$ cat config.mk
export PLATFORM = sky130hd
export DESIGN_NAME = instr_fetch_flat
export DESIGN_NICKNAME = d
export VERILOG_FILES = /design/src/rtl/fetch_pkg.sv /design/src/rtl/instr_fetch_if.sv /design/src/rtl/fetch_fifo.sv /design/src/rtl/instr_fetch.sv /design/src/flat_wrapper.sv
export SDC_FILE = /design/constraint.sdc
export NUM_CORES = 1
export LEC_CHECK = 0
export BUFFER_PORTS_ARGS = -buffer_cell sky130_fd_sc_hd__clkbuf_2
export CORE_ASPECT_RATIO = 1.25
export CORE_MARGIN = 3
export CORE_UTILIZATION = 53
export CTS_BUF_LIST = sky130_fd_sc_hd__clkbuf_8
export CTS_CLUSTER_SIZE = 24
export DETAILED_ROUTE_END_ITERATION = 7
export PLACE_DENSITY = 0.84
export SLEW_MARGIN = 20
export SYNTH_ARGS = -nofsm -noshare
export SYNTH_HDL_FRONTEND = slang
export SYNTH_SLANG_ARGS = --single-unit
$ cat constraint.sdc
create_clock -name clk -period 3.75 [get_ports clk]
set_input_delay 0.1875 -clock clk [delete_from_list [all_inputs] [get_ports clk]]
set_output_delay 0.1875 -clock clk [all_outputs]
set_load 0.1 [all_outputs]
$ cat src/rtl/fetch_pkg.sv
// Shared types and constants for the instruction fetch stage.
package fetch_pkg;

  typedef enum logic [1:0] {
    S_BOOT,
    S_RUN,
    S_REDIR
  } fetch_state_t;

  localparam logic [31:0] INSTR_BYTES   = 32'd4;
  localparam logic [31:0] NOP_INSTR     = 32'h0000_0013;
  localparam logic [31:0] PC_ALIGN_MASK = 32'hFFFF_FFFC;

  // Redirect target wraps modulo 2^32 and is forced to word alignment.
  function automatic logic [31:0] branch_target(input logic [31:0] pc, input logic [31:0] imm);
    return (pc + imm) & PC_ALIGN_MASK;
  endfunction

endpackage

$ cat src/rtl/instr_fetch_if.sv
// Instruction memory port: valid/ready read request plus in-order valid response.
interface instr_fetch_if;

  logic        req_valid;
  logic [31:0] req_addr;
  logic        req_ready;
  logic        rsp_valid;
  logic [31:0] rsp_data;

  modport master (output req_valid, req_addr, input req_ready, rsp_valid, rsp_data);
  modport slave  (input req_valid, req_addr, output req_ready, rsp_valid, rsp_data);

endinterface

$ cat src/rtl/fetch_fifo.sv
// Small circular instruction queue; flush wins over a same-cycle push.
module fetch_fifo #(
  parameter int DEPTH = 2,
  parameter int WIDTH = 32
) (
  input  logic                       clk,
  input  logic                       rst,
  input  logic                       push,
  input  logic                       pop,
  input  logic                       flush,
  input  logic [WIDTH-1:0]           din,
  output logic [WIDTH-1:0]           dout,
  output logic                       full,
  output logic                       empty,
  output logic [$clog2(DEPTH+1)-1:0] count
);

  localparam int CW = $clog2(DEPTH + 1);
  localparam int PW = (DEPTH > 1) ? $clog2(DEPTH) : 1;
  localparam logic [PW-1:0] LAST    = PW'(DEPTH - 1);
  localparam logic [CW-1:0] DEPTH_C = CW'(DEPTH);

  logic [WIDTH-1:0] mem [DEPTH];
  logic [PW-1:0]    wr_ptr, rd_ptr;
  logic             do_push, do_pop;

  function automatic logic [PW-1:0] bump(input logic [PW-1:0] p);
    return (p == LAST) ? '0 : p + 1'b1;
  endfunction

  // A pop in the same cycle frees the slot, so a full queue may still accept a push.
  assign do_pop  = pop & ~empty;
  assign do_push = push & (~full | do_pop);
  assign full    = (count == DEPTH_C);
  assign empty   = (count == '0);
  assign dout    = mem[rd_ptr];

  always_ff @(posedge clk or posedge rst) begin
    if (rst) begin
      wr_ptr <= '0;
      rd_ptr <= '0;
      count  <= '0;
    end else if (flush) begin
      wr_ptr <= '0;
      rd_ptr <= '0;
      count  <= '0;
    end else begin
      if (do_push) wr_ptr <= bump(wr_ptr);
      if (do_pop)  rd_ptr <= bump(rd_ptr);
      count <= count + CW'(do_push) - CW'(do_pop);
    end
  end

  always_ff @(posedge clk) begin
    if (do_push && !flush) mem[wr_ptr] <= din;
  end

endmodule

$ cat src/rtl/instr_fetch.sv
// Fetch stage: owns the PC, keeps memory reads within queue credit, and
// redirects on taken branches while discarding wrong-path responses.
module instr_fetch
  import fetch_pkg::*;
#(
  parameter logic [31:0] RESET_PC  = 32'h0000_0000,
  parameter int          BUF_DEPTH = 2
) (
  input  logic          clk,
  input  logic          rst,
  instr_fetch_if.master imem,
  output logic [31:0]   instr,
  output logic [31:0]   instr_pc,
  output logic          instr_valid,
  input  logic          instr_ready,
  input  logic          PCsrc,
  input  logic [31:0]   ImmOp
);

  localparam int CW = $clog2(BUF_DEPTH + 1);
  localparam logic [CW:0] DEPTH_C = (CW + 1)'(BUF_DEPTH);

  fetch_state_t  state, state_next;
  logic [31:0]   fetch_pc, head_pc, instr_last, fifo_head, target;
  logic [CW-1:0] outstanding, drop_cnt, occupancy;
  logic [CW:0]   in_use;
  logic          consume, redirect, req_valid, req_fire;
  logic          rsp_keep, rsp_drop, fifo_empty, fifo_full;

  assign consume  = instr_valid & instr_ready;
  assign redirect = consume & PCsrc;
  assign target   = branch_target(head_pc, ImmOp);
  assign in_use   = {1'b0, outstanding} + {1'b0, occupancy};
  assign rsp_drop = imem.rsp_valid & (drop_cnt != '0);
  assign rsp_keep = imem.rsp_valid & (drop_cnt == '0);
  assign req_fire = req_valid & imem.req_ready;

  assign imem.req_valid = req_valid;
  assign imem.req_addr  = fetch_pc;

  // Requests only while every in-flight word is guaranteed a queue slot.
  always_comb begin
    state_next = state;
    req_valid  = 1'b0;
    case (state)
      S_BOOT:  state_next = S_RUN;
      S_RUN: begin
        req_valid = (in_use < DEPTH_C) && !redirect;
        if (redirect) state_next = S_REDIR;
      end
      S_REDIR: state_next = S_RUN;
      default: state_next = S_BOOT;
    endcase
  end

  // On redirect every request still in flight after this cycle is stale.
  always_ff @(posedge clk or posedge rst) begin
    if (rst) begin
      state       <= S_BOOT;
      fetch_pc    <= RESET_PC;
      head_pc     <= RESET_PC;
      outstanding <= '0;
      drop_cnt    <= '0;
      instr_last  <= NOP_INSTR;
    end else begin
      state       <= state_next;
      outstanding <= outstanding + CW'(req_fire) - CW'(imem.rsp_valid);
      if (instr_valid) instr_last <= fifo_head;
      if (redirect) begin
        fetch_pc <= target;
        head_pc  <= target;
        drop_cnt <= outstanding - CW'(imem.rsp_valid);
      end else begin
        if (req_fire) fetch_pc <= fetch_pc + INSTR_BYTES;
        if (consume)  head_pc  <= head_pc + INSTR_BYTES;
        if (rsp_drop) drop_cnt <= drop_cnt - 1'b1;
      end
    end
  end

  fetch_fifo #(
    .DEPTH(BUF_DEPTH),
    .WIDTH(32)
  ) u_fifo (
    .clk  (clk),
    .rst  (rst),
    .push (rsp_keep),
    .pop  (consume),
    .flush(redirect),
    .din  (imem.rsp_data),
    .dout (fifo_head),
    .full (fifo_full),
    .empty(fifo_empty),
    .count(occupancy)
  );

  assign instr_valid = ~fifo_empty;
  assign instr       = instr_valid ? fifo_head : instr_last;
  assign instr_pc    = head_pc;

  a_no_overflow: assert property (@(posedge clk) disable iff (rst)
    !(rsp_keep && fifo_full && !consume && !redirect));

endmodule

$ cat src/flat_wrapper.sv
// flat-port wrapper written by rule: the top's interface ports become plain ports
module instr_fetch_flat import fetch_pkg::*;
#(
  parameter logic [31:0] RESET_PC  = 32'h0000_0000,
  parameter int          BUF_DEPTH = 2
)
  (clk, rst, instr, instr_pc, instr_valid, instr_ready, PCsrc, ImmOp, imem_req_valid, imem_req_addr, imem_req_ready, imem_rsp_valid, imem_rsp_data);
  instr_fetch_if imem_i ();
  input  logic clk;
  input  logic rst;
  output logic [31:0] instr;
  output logic [31:0] instr_pc;
  output logic instr_valid;
  input  logic instr_ready;
  input  logic PCsrc;
  input  logic [31:0] ImmOp;
  output wire logic [$bits(imem_i.req_valid)-1:0] imem_req_valid;
  output wire logic [$bits(imem_i.req_addr)-1:0] imem_req_addr;
  input wire logic [$bits(imem_i.req_ready)-1:0] imem_req_ready;
  input wire logic [$bits(imem_i.rsp_valid)-1:0] imem_rsp_valid;
  input wire logic [$bits(imem_i.rsp_data)-1:0] imem_rsp_data;
  assign imem_req_valid = imem_i.req_valid;
  assign imem_req_addr = imem_i.req_addr;
  assign imem_i.req_ready = imem_req_ready;
  assign imem_i.rsp_valid = imem_rsp_valid;
  assign imem_i.rsp_data = imem_rsp_data;
  instr_fetch #(.RESET_PC(RESET_PC), .BUF_DEPTH(BUF_DEPTH)) u_core (.clk(clk), .rst(rst), .imem(imem_i), .instr(instr), .instr_pc(instr_pc), .instr_valid(instr_valid), .instr_ready(instr_ready), .PCsrc(PCsrc), .ImmOp(ImmOp));
endmodule
==> Flow_metrics.wiki <==
{| class="wikitable"
! Metric !! Value
|-
| Result of the run || complete, no violations
|-
| Clock-pin transition on the worst setup and hold timing paths || between 0.1 and 0.15 ns
|-
| Number of global-route vias before repair || 7981
|-
| Synth Area in Compound Gates || 0.164
|-
| Final instance count without filler cells || roughly 1300
|-
| Number of cells on the worst hold path || 4
|-
| RSZ-0062 raised after global routing || false
|-
| Asr flop ratio synth || 0.614
|-
| Overall global routing resource usage || 0.274
|-
| Simple-Gate Fraction of Synth Area || 0.174
|-
| Capture point of the worst reg-to-reg path || u_core.imem.req_addr[29]
|-
| Post-layout nets || ~1200
|-
| Full die area || around 19000 um2
|-
| H-tree levels || 4
|-
| Number of antenna violations at the first check in global routing || 1
|-
| Kind of start point of the critical path || flip-flop
|-
| Global route total overflow || 0
|-
| Post-DP HPWL || around 17 mm
|-
| Achievable frequency || 328 MHz
|-
| Type of the tightest min-delay check || in -> reg
|-
| Largest net degree at the start of global routing || 61
|-
| Class of the most critical setup path || reg -> reg
|-
| Detailed-route wire length per cell || approximately 19 um
|-
| PnR worst setup slack || between 0.6 and 0.7 ns
|-
| Pin slew with the least headroom to its limit || between 0.9 and 1 ns
|-
| R2r startpoint || u_core.instr_pc[19]
|-
| Setup WS pre-CTS || 0.753 ns
|-
| Primary flip-flop cell chosen by synthesis mapping || dfrtp_1
|-
| DRC Markers || 0
|-
| Arrival time of data at the critical path endpoint || about 3.4 ns
|-
| Count of boundary I/O pins || around 170
|-
| Antenna Violating Nets Remaining || 0
|-
| Drt total wl || 25.6 mm
|-
| Total negative setup slack || 0 ns
|-
| Main combinational cell family by area after synthesis || simple AND/OR/NAND/NOR gates
|-
| First-pass GRT wire length || around 41 mm
|-
| Initial core utilization || 0.544
|-
| Clock insertion delay at the later pin of the skew report || about 0.49 ns
|-
| Post-Synthesis Cells || 933
|-
| Proportion of synthesized chip area in sequential cells || 0.485
|-
| Placeable core region || 17000 um2
|-
| Violation count after the first detailed-route iteration || roughly 710
|-
| Drt via density || 6.04
|-
| Period minus WS final || around 3 ns
|-
| Start point of the worst min-delay path || ImmOp[2]
|-
| GPL Wtd Cong || 0.963
|-
| Kind of capture point of the worst setup path || flip-flop
|-
| Port buffer count || about 160
|-
| Setup Viol. Count Final || 0
|-
| First-pass detailed-route iteration total || 5
|-
| Slew margin rel. || 0.342
|-
| Fraction of the mapped netlist area in adder cells || 0.0509
|-
| Worst Path Required || roughly 4.1 ns
|-
| CTS Root Cell || clkbuf_8
|-
| Synthesized-area fraction occupied by xor and xnor cells || 0.0493
|-
| Area growth, synth to finish || 19.1%
|-
| Post-Route Hold Slack || slightly above 0.1 ns
|-
| Number of flops mapped to enable cells by yosys || 64
|-
| Placed insts || approximately 1300
|-
| CTS Sinks || between 150 and 200
|-
| Number of rows created at floorplan || between 50 and 60
|-
| Number of violations of the max-capacitance limit || 0
|-
| Cell area after synthesis || roughly 9000 um2
|-
| TritonCTS clock tree || yes
|-
| Number of gates given a new drive strength after cts || 0
|-
| Count of endpoints failing hold in the final timing report || 0
|-
| Fillcell total || 1353
|-
| Number of register bits inferred by synthesis || ~170
|-
| Maximum count of clock buffers along a single path || 2
|-
| Chip Width || approximately 120 um
|-
| Highest net fanout along the worst path || 9
|-
| Vias after detailed routing || 8137
|-
| End point of the worst hold path || u_core.imem.req_addr[2]
|-
| Count of synthesis-stage warnings from yosys || 0
|-
| Post-synthesis average cell area || slightly below 10 um2
|-
| Max Transition Viols Final || 0
|-
| Total clock buffers created by CTS || 17
|-
| Worst-case reg-to-reg path depth || 7
|-
| Portion of the clock cycle consumed by the worst path in the final layout || 0.814
|-
| Setup skew after layout || about 0.019 ns
|-
| Y dimension of the die || between 150 and 200 um
|-
| Proportion of synthesized area in mux cells || 0.0447
|-
| Synth cell types || 75
|-
| Ratio of cells with drive above 1 in the final layout || 0.211
|-
| R2r setup slk || between 0.6 and 0.7 ns
|}
-- how the worst max path moves through the flow --
stage	start	endpoint	slack, ns	cells after the start
after floorplan	u_core.u_fifo.count[1]	u_core.instr_last[24]	0.22	4
after global placement	u_core.u_fifo.count[0]	u_core.imem.req_addr[22]	0.78	10
after detailed placement	u_core.u_fifo.count[0]	u_core.imem.req_addr[22]	0.75	10
after CTS	u_core.u_fifo.count[0]	u_core.imem.req_addr[22]	0.74	10
after global routing	u_core.u_fifo.count[0]	u_core.imem.req_addr[22]	0.45	10
final	u_core.instr_pc[19]	u_core.imem.req_addr[29]	0.70	7
-- logic make-up after synthesis --
group	after synthesis
and+or+nand+nor	321
AOI/OAI and AO/OA	249
DFF	166
buffers and inverters	66
xor gates and xnor gates	52
muxes	41
adders and majority gates	37
other	1
-- layout by cell type, fill, tap and decap left out, types with 4 or more instances in the layout --
cell	instances
clkbuf_2	161
nor2_1	105
dfrtp_1	98
a21oi_1	92
nand2_1	79
o21ai_0	71
edfxtp_1	64
mux2i_1	39
ha_1	36
dlygate4sd3_1	33
xnor2_1	28
nand3_1	26
xor2_1	24
nand4_1	22
and3_1	20
nor3_1	18
inv_1	17
clkbuf_8	17
a31oi_1	13
buf_4	11
and4_1	8
a21o_1	8
nor4_1	7
clkinv_8	7
a211oi_1	6
inv_12	6
nor3b_1	5
o211ai_1	5
o21a_1	5
nor2b_1	4
o21bai_1	4
a21oi_2	4
a311oi_1	4
a22oi_1	4
and2_1	4
conb_1	4
-- critical path, stage by stage, from the launching register on --
cell      delay (ns)
dfrtp_1         0.47
ha_1            0.51
nand4_1         0.27
or3_1           0.44
a211oi_1        0.48
o21ai_0         0.25
nor4b_2         0.22
nor4_1          0.33
-- flip-flops by register name, indices dropped and copies added (netlist names) --
register,cells
u_core.drop_cnt,2
u_core.imem.req_addr,30
u_core.instr_last,32
u_core.instr_pc,30
u_core.outstanding,2
u_core.state,2
u_core.u_fifo.count,2
u_core.u_fifo.mem,64
u_core.u_fifo.rd_ptr,1
u_core.u_fifo.wr_ptr,1
-- area by class of cell --
type | instances | area, um2 | share of cell area
Timing Repair Buffer | 205 | 1220 | 0.111
Antenna cell | 1 | 2.50 | 0.000227
Tap cell | 220 | 275 | 0.0250
Sequential cell | 166 | 4480 | 0.407
Clock inverter | 15 | 234 | 0.0213
Clock buffer | 17 | 234 | 0.0213
Multi-Input combinational cell | 704 | 4490 | 0.408
Inverter | 19 | 73.8 | 0.00671
-- through the flow --
step / cell area, um2 / utilization
after global routing: 11000 / 0.648
after floorplan: 9250 / -
final: 11000 / 0.648
after global placement: 10200 / 0.601
after CTS: 11000 / 0.648
after detailed placement: 10200 / 0.601
-- synthesized netlist by cell type, types with 9 or more instances --
master	n	area, um2
nor2_1	105	394
dfrtp_1	99	2480
a21oi_1	92	460
nand2_1	79	297
o21ai_0	71	355
edfxtp_1	64	1920
mux2i_1	39	390
ha_1	36	450
xnor2_1	28	245
nand3_1	26	130
clkbuf_1	25	93.8
xor2_1	24	210
nand4_1	22	138
and3_1	20	125
nor3_1	19	95.1
inv_1	18	67.6
a31oi_1	13	81.3
buf_1	9	33.8
-- routing by layer --
metal,GRT usage,up-vias,part of all wire
met3,0.0556,72,0.077
met4,0.122,0,0.039
li1,-,3784,-
met1,0.338,3910,0.38
met5,0,-,0
met2,0.461,371,0.51
-- repair_timing --
item	4_1_cts	5_1_grt
hold endpoints to repair	84	0
setup buffers	0	0
hold buffers	33	0
Power is left out: the tool's default activity adds up to more than one toggle a clock period on the data nets, which glitch-free logic cannot reach.
